File: config.mk
export PLATFORM = sky130hd
export DESIGN_NAME = tank_motion_ctrl
export DESIGN_NICKNAME = d
export VERILOG_FILES = /design/src/rtl/tank_pkg.sv /design/src/rtl/tank_fire_ctrl.sv /design/src/rtl/tank_motion_ctrl.sv
export SDC_FILE = /design/constraint.sdc
export NUM_CORES = 1
export LEC_CHECK = 0
export ABC_AREA = 1
export CAP_MARGIN = 10
export CORE_MARGIN = 8
export CORE_UTILIZATION = 60
export DETAILED_ROUTE_END_ITERATION = 10
export PLACE_DENSITY_LB_ADDON = 0.2
export SYNTH_ARGS = -nofsm -noshare
export SYNTH_HDL_FRONTEND = slang
export SYNTH_SLANG_ARGS = --single-unit
File: constraint.sdc
create_clock -name frame_clk -period 6.1 [get_ports frame_clk]
set_input_delay 1.22 -clock frame_clk [delete_from_list [all_inputs] [get_ports frame_clk]]
set_output_delay 1.22 -clock frame_clk [all_outputs]
set_load 0.1 [all_outputs]
File: src/rtl/tank_pkg.sv
// Shared types for the tank controller: facing direction, fire FSM states,
// default HID keycodes and the screen-clamp helper.
package tank_pkg;

  typedef enum logic [1:0] {
    DIR_UP    = 2'd0,
    DIR_DOWN  = 2'd1,
    DIR_LEFT  = 2'd2,
    DIR_RIGHT = 2'd3
  } dir_t;

  typedef enum logic [1:0] {
    F_READY = 2'd0,
    F_REQ   = 2'd1,
    F_COOL  = 2'd2
  } fire_state_t;

  localparam logic [7:0] KEY_UP_DEF    = 8'h1a;
  localparam logic [7:0] KEY_DOWN_DEF  = 8'h16;
  localparam logic [7:0] KEY_LEFT_DEF  = 8'h04;
  localparam logic [7:0] KEY_RIGHT_DEF = 8'h07;
  localparam logic [7:0] KEY_FIRE_DEF  = 8'h2c;

  typedef struct packed {
    logic hit;
    dir_t dir;
  } key_dec_t;

  // Candidate positions are signed 11-bit so a step past zero shows up as negative.
  function automatic logic [9:0] clamp_pos(input logic signed [10:0] v,
                                           input logic signed [10:0] lo,
                                           input logic signed [10:0] hi);
    logic [9:0] r;
    if (v < lo)
      r = lo[9:0];
    else if (v > hi)
      r = hi[9:0];
    else
      r = v[9:0];
    return r;
  endfunction

endpackage

File: src/rtl/tank_fire_ctrl.sv
// Fire request handshake with cooldown: READY -> REQ on fire key, REQ -> COOL
// on ack, COOL -> READY once the frame counter runs out.
module tank_fire_ctrl
  import tank_pkg::*;
#(
  parameter int COOLDOWN = 30
) (
  input  logic       frame_clk,
  input  logic       Reset,
  input  logic       fire_key,
  input  logic       fire_ack,
  input  logic [1:0] cur_dir,
  output logic       fire_req,
  output logic [1:0] fire_dir
);

  localparam logic [7:0] COOL_LOAD = 8'(COOLDOWN - 1);

  fire_state_t state, state_next;
  logic [7:0]  cnt, cnt_next;
  dir_t        dir_q, dir_next;

  always_ff @(posedge frame_clk) begin
    if (Reset) begin
      state <= F_READY;
      cnt   <= 8'd0;
      dir_q <= DIR_UP;
    end else begin
      state <= state_next;
      cnt   <= cnt_next;
      dir_q <= dir_next;
    end
  end

  // The counter reaching 0 and the return to READY share one edge, so a held
  // fire key re-requests exactly COOLDOWN frames after the ack.
  always_comb begin
    state_next = state;
    cnt_next   = cnt;
    dir_next   = dir_q;
    case (state)
      F_READY: begin
        if (fire_key) begin
          state_next = F_REQ;
          dir_next   = dir_t'(cur_dir);
        end
      end
      F_REQ: begin
        if (fire_ack) begin
          state_next = F_COOL;
          cnt_next   = COOL_LOAD;
        end
      end
      F_COOL: begin
        if (cnt <= 8'd1) begin
          state_next = F_READY;
          cnt_next   = 8'd0;
        end else begin
          cnt_next = cnt - 8'd1;
        end
      end
      default: begin
        state_next = F_READY;
        cnt_next   = 8'd0;
      end
    endcase
  end

  always_comb begin
    fire_req = (state == F_REQ);
    fire_dir = dir_q;
  end

endmodule

File: src/rtl/tank_motion_ctrl.sv
// Per-frame tank motion: resolves up to two HID keycodes into one direction,
// moves one axis by STEP with screen clamping, and hands fire keys to tank_fire_ctrl.
module tank_motion_ctrl
  import tank_pkg::*;
#(
  parameter int         X_MIN     = 0,
  parameter int         X_MAX     = 639,
  parameter int         Y_MIN     = 0,
  parameter int         Y_MAX     = 479,
  parameter int         SIZE      = 32,
  parameter int         STEP      = 5,
  parameter int         X_START   = 320,
  parameter int         Y_START   = 240,
  parameter logic [7:0] KEY_UP    = KEY_UP_DEF,
  parameter logic [7:0] KEY_DOWN  = KEY_DOWN_DEF,
  parameter logic [7:0] KEY_LEFT  = KEY_LEFT_DEF,
  parameter logic [7:0] KEY_RIGHT = KEY_RIGHT_DEF,
  parameter logic [7:0] KEY_FIRE  = KEY_FIRE_DEF,
  parameter int         COOLDOWN  = 30
) (
  input  logic        frame_clk,
  input  logic        Reset,
  input  logic [15:0] keycode,
  input  logic        clear_up,
  input  logic        clear_down,
  input  logic        clear_left,
  input  logic        clear_right,
  input  logic        fire_ack,
  output logic [9:0]  TankX,
  output logic [9:0]  TankY,
  output logic [1:0]  Direction,
  output logic        moving,
  output logic        fire_req,
  output logic [1:0]  fire_dir
);

  localparam logic signed [10:0] X_LO   = 11'(X_MIN);
  localparam logic signed [10:0] X_HI   = 11'(X_MAX - SIZE + 1);
  localparam logic signed [10:0] Y_LO   = 11'(Y_MIN);
  localparam logic signed [10:0] Y_HI   = 11'(Y_MAX - SIZE + 1);
  localparam logic signed [10:0] STEP_S = 11'(STEP);

  function automatic key_dec_t decode_key(input logic [7:0] code);
    key_dec_t d;
    d.hit = 1'b1;
    d.dir = DIR_UP;
    if (code == KEY_UP)
      d.dir = DIR_UP;
    else if (code == KEY_DOWN)
      d.dir = DIR_DOWN;
    else if (code == KEY_LEFT)
      d.dir = DIR_LEFT;
    else if (code == KEY_RIGHT)
      d.dir = DIR_RIGHT;
    else
      d.hit = 1'b0;
    return d;
  endfunction

  key_dec_t          dec_lo, dec_hi, sel;
  dir_t              dir_q, dir_next;
  logic [9:0]        next_x, next_y;
  logic              moving_next;
  logic signed [10:0] pos_x_s, pos_y_s;
  logic              fire_key;

  // Byte [7:0] wins; the blocked-path case still turns the tank in place.
  always_comb begin
    dec_lo   = decode_key(keycode[7:0]);
    dec_hi   = decode_key(keycode[15:8]);
    sel      = dec_lo.hit ? dec_lo : dec_hi;
    pos_x_s  = $signed({1'b0, TankX});
    pos_y_s  = $signed({1'b0, TankY});
    next_x   = TankX;
    next_y   = TankY;
    dir_next = dir_q;
    if (sel.hit) begin
      dir_next = sel.dir;
      case (sel.dir)
        DIR_UP:    if (clear_up)    next_y = clamp_pos(pos_y_s - STEP_S, Y_LO, Y_HI);
        DIR_DOWN:  if (clear_down)  next_y = clamp_pos(pos_y_s + STEP_S, Y_LO, Y_HI);
        DIR_LEFT:  if (clear_left)  next_x = clamp_pos(pos_x_s - STEP_S, X_LO, X_HI);
        DIR_RIGHT: if (clear_right) next_x = clamp_pos(pos_x_s + STEP_S, X_LO, X_HI);
        default: ;
      endcase
    end
    moving_next = (next_x != TankX) || (next_y != TankY);
    fire_key    = (keycode[7:0] == KEY_FIRE) || (keycode[15:8] == KEY_FIRE);
  end

  always_ff @(posedge frame_clk) begin
    if (Reset) begin
      TankX  <= 10'(X_START);
      TankY  <= 10'(Y_START);
      dir_q  <= DIR_UP;
      moving <= 1'b0;
    end else begin
      TankX  <= next_x;
      TankY  <= next_y;
      dir_q  <= dir_next;
      moving <= moving_next;
    end
  end

  assign Direction = dir_q;

  tank_fire_ctrl #(
    .COOLDOWN(COOLDOWN)
  ) u_fire (
    .frame_clk(frame_clk),
    .Reset    (Reset),
    .fire_key (fire_key),
    .fire_ack (fire_ack),
    .cur_dir  (Direction),
    .fire_req (fire_req),
    .fire_dir (fire_dir)
  );

endmodule
==> out/metrics.yaml <==
end_kind: "register"
dp_hpwl_mm: 9.43
p_comb_share_pct: 28.9
ant_nets: 0
root_buffer: "clkbuf_8"
htreeDepth: 2
yosys.area.top_type: "nand2_1"
port_buffers: 48
crit_fanout: 13
cts_setup_buffers: 0
dieArea_sq_um: 9890
p_leak_nw: 2.39
p_int_mw: 0.415
swShare_pct: 35.3
arrival_ns: 3.63
fp.dieH_microns: 99.5
finalSetupTns_ns: 0
n_antenna_cell: 0
hold_violations: 0
fmaxAchievable_mhz: 288
synth_top_area_share_pct: 24.0
synth_edf_count: 0
startpoint_type: "primary input"
syn-cell-area_sq_um: 4180
io_pins: 49
finalClockSkew_ns: 0.00441
worstPathRequired_ns: 6.26
drc: 0
via_per_inst: 5.62
cts_made_buffers: 5
grt.total_usage_pct: 24.5
synthesis.nets: 763
min_path_cells: 2
clock_latency_ns: 0.30
drt-wirelength-per-cell_microns: 14.3
maxCapViolations: 0
yosysSeqAreaShare_pct: 16.8
area_growth_syn_to_layout_pct: 13.0
core_area_sq_um: 6760
final_max_slew_viol_count: 0
start_util_pct: 61.9
ys_ff_latch: 35
syn_area_per_cell_sq_um: 5.73
path_class: "in -> reg"
grt_pass1_vias: 4348
clkPwrFrac_pct: 32.8
p_switching_mw: 0.227
fin_nets: 798
gp_congestion: 0.984
status: "finished clean"
async_flop_share_pct: 0
min_period_ns: 3.48
ir_drop_uv: 149
syn_inst: 729
drive_gt1_share_pct: 12.6
powerDensity_nw_per_um2: 136
antenna_found_initial: 0
finalSetupViolCount: 0
synth.most_common_cell: "nand2_1"
tightest_slew_ns: 1.03
postLayoutCoreUtil_pct: 69.9
synth.yosys.warnings: 0
cts_hold_buf: 0
hold_path.class: "reg -> reg"
drt_first_pass_iters: 5
r2r.worst_path.cells: 22
synthFlopType: "dfxtp_1"
rsz0062_at_grt: "no"
ys_types: 44
die-width_microns: 99.5
grt_max_degree: 23
min_period_over_period_pct: 57.0
sequentialPowerShare_pct: 38.3
slew_headroom_pct: 31.0
yosys-top-cells-count: "nand2_1, nor2_1, inv_1"
grt_pass1_wl_mm: 20.1
cts_tree: "done"
ys_top_cells_by_area: "nand2_1, dfxtp_1, nor2_1"
clock_path_buffers: 2
cts_sinks: 35
drt_wl_total_mm: 12.0
cts-resized-gates: 0
drt_iter0_markers: 359
vias: 4743
std_cell_rows: 30
gr-total-overflow: 0
path_clk_slew_ns: 0.07
[critical path, cell delays in order]
cell,delay [ns]
clkdlybuf4s50_1,0.52
inv_1,0.05
nand2_1,0.09
a21oi_2,0.07
nand2_2,0.10
nand2_2,0.08
nand2_4,0.17
clkinv_2,0.26
nor2_4,0.32
nand3_1,0.11
nand2_1,0.09
nor2_1,0.04
nor2_1,0.12
nand2_1,0.08
nor2_2,0.09
nand2_1,0.05
nor2_1,0.11
nor2_1,0.04
[final cells by class]
type / count / area, sq um
clock buffers: 5 / 68.8
clock inverters: 2 / 37.5
fillers: 630 / 2030
inverters: 86 / 332
multi-input cells: 588 / 3010
flip-flops and latches: 35 / 701
well taps: 80 / 100
repair buffers: 48 / 480
[state kept, by name, indices dropped and copies added (netlist names)]
name	flops
TankY	10
moving	1
u_fire.state	2
Direction	2
TankX	10
u_fire.fire_dir	2
u_fire.cnt	8
[power groups by stage]
stage	combinational (mW)	clock [mW]	sequential [mW]
6_report	0.185	0.210	0.246
5_1_grt	0.204	0.223	0.247
4_1_cts	0.184	0.212	0.246
3_5_place_dp	0.183	0	0.251
3_3_place_gp	0.178	0	0.250
2_1_floorplan	0.115	0	0.268
[per-stage QoR]
stage | power [mW] | setup slack, ns | hold WS (ns) | cell area [sq um] | cells
global route | 0.674 | 2.34 | 0.529 | 4720 | 844
finish | 0.641 | 2.62 | 0.497 | 4720 | 844
global placement | 0.428 | 2.37 | 0.480 | 4620 | 837
detailed placement | 0.433 | 2.34 | 0.483 | 4620 | 837
CTS | 0.642 | 2.65 | 0.499 | 4720 | 844
floorplan | 0.383 | 3.08 | 0.470 | 4180 | 729
[cell families (layout without fill, tap and decap cells)]
group | after synthesis | count (layout) | share of synthesized area (%)
buffers and inverters | 106 | 141 | 11.3
adder cells (fa/ha/maj) | 11 | 11 | 3.29
flip-flops | 35 | 35 | 16.8
XOR/XNOR | 13 | 13 | 2.72
AO/OA/AOI/OAI | 87 | 87 | 12.9
AND/OR/NAND/NOR | 477 | 477 | 53.0
[layer usage]
metal | up-vias | global-route usage (%) | wire, microns
met2 | 211 | 38.4 | 5350
met5 | - | 0 | 0
li1 | 2402 | - | -
met1 | 2113 | 33.3 | 5560
met4 | 0 | 5.94 | 148
met3 | 17 | 5.03 | 970
[worst paths after layout]
kind | to | start | slack [ns]
min reg2reg | u_fire.fire_dir[1] | Direction[1] | 0.50
max | moving | keycode[1] | 2.62
min | u_fire.fire_dir[1] | Direction[1] | 0.50
max reg2reg | moving | TankY[0] | 3.29
[cells in the final DEF (no fill, tap or decap), drive strengths merged]
cell and count:
clkinv 2, o22ai 1, nor2 95, a22oi 1, nor4 1, bufinv 1, a211oi 6, ha 11
nand4 20, o41ai 1, a21oi 37, clkbuf 5, a31oi 5, dfxtp 35, and3 3, xor2 13
nand3 59, nand2 292, clkinvlp 1, inv 84, clkdlybuf4s50 48, a221oi 1, o21ai 30, o211ai 2
nor3 7, o2111a 2, o21bai 1
Note: power is estimated with default switching activity, not from simulation.
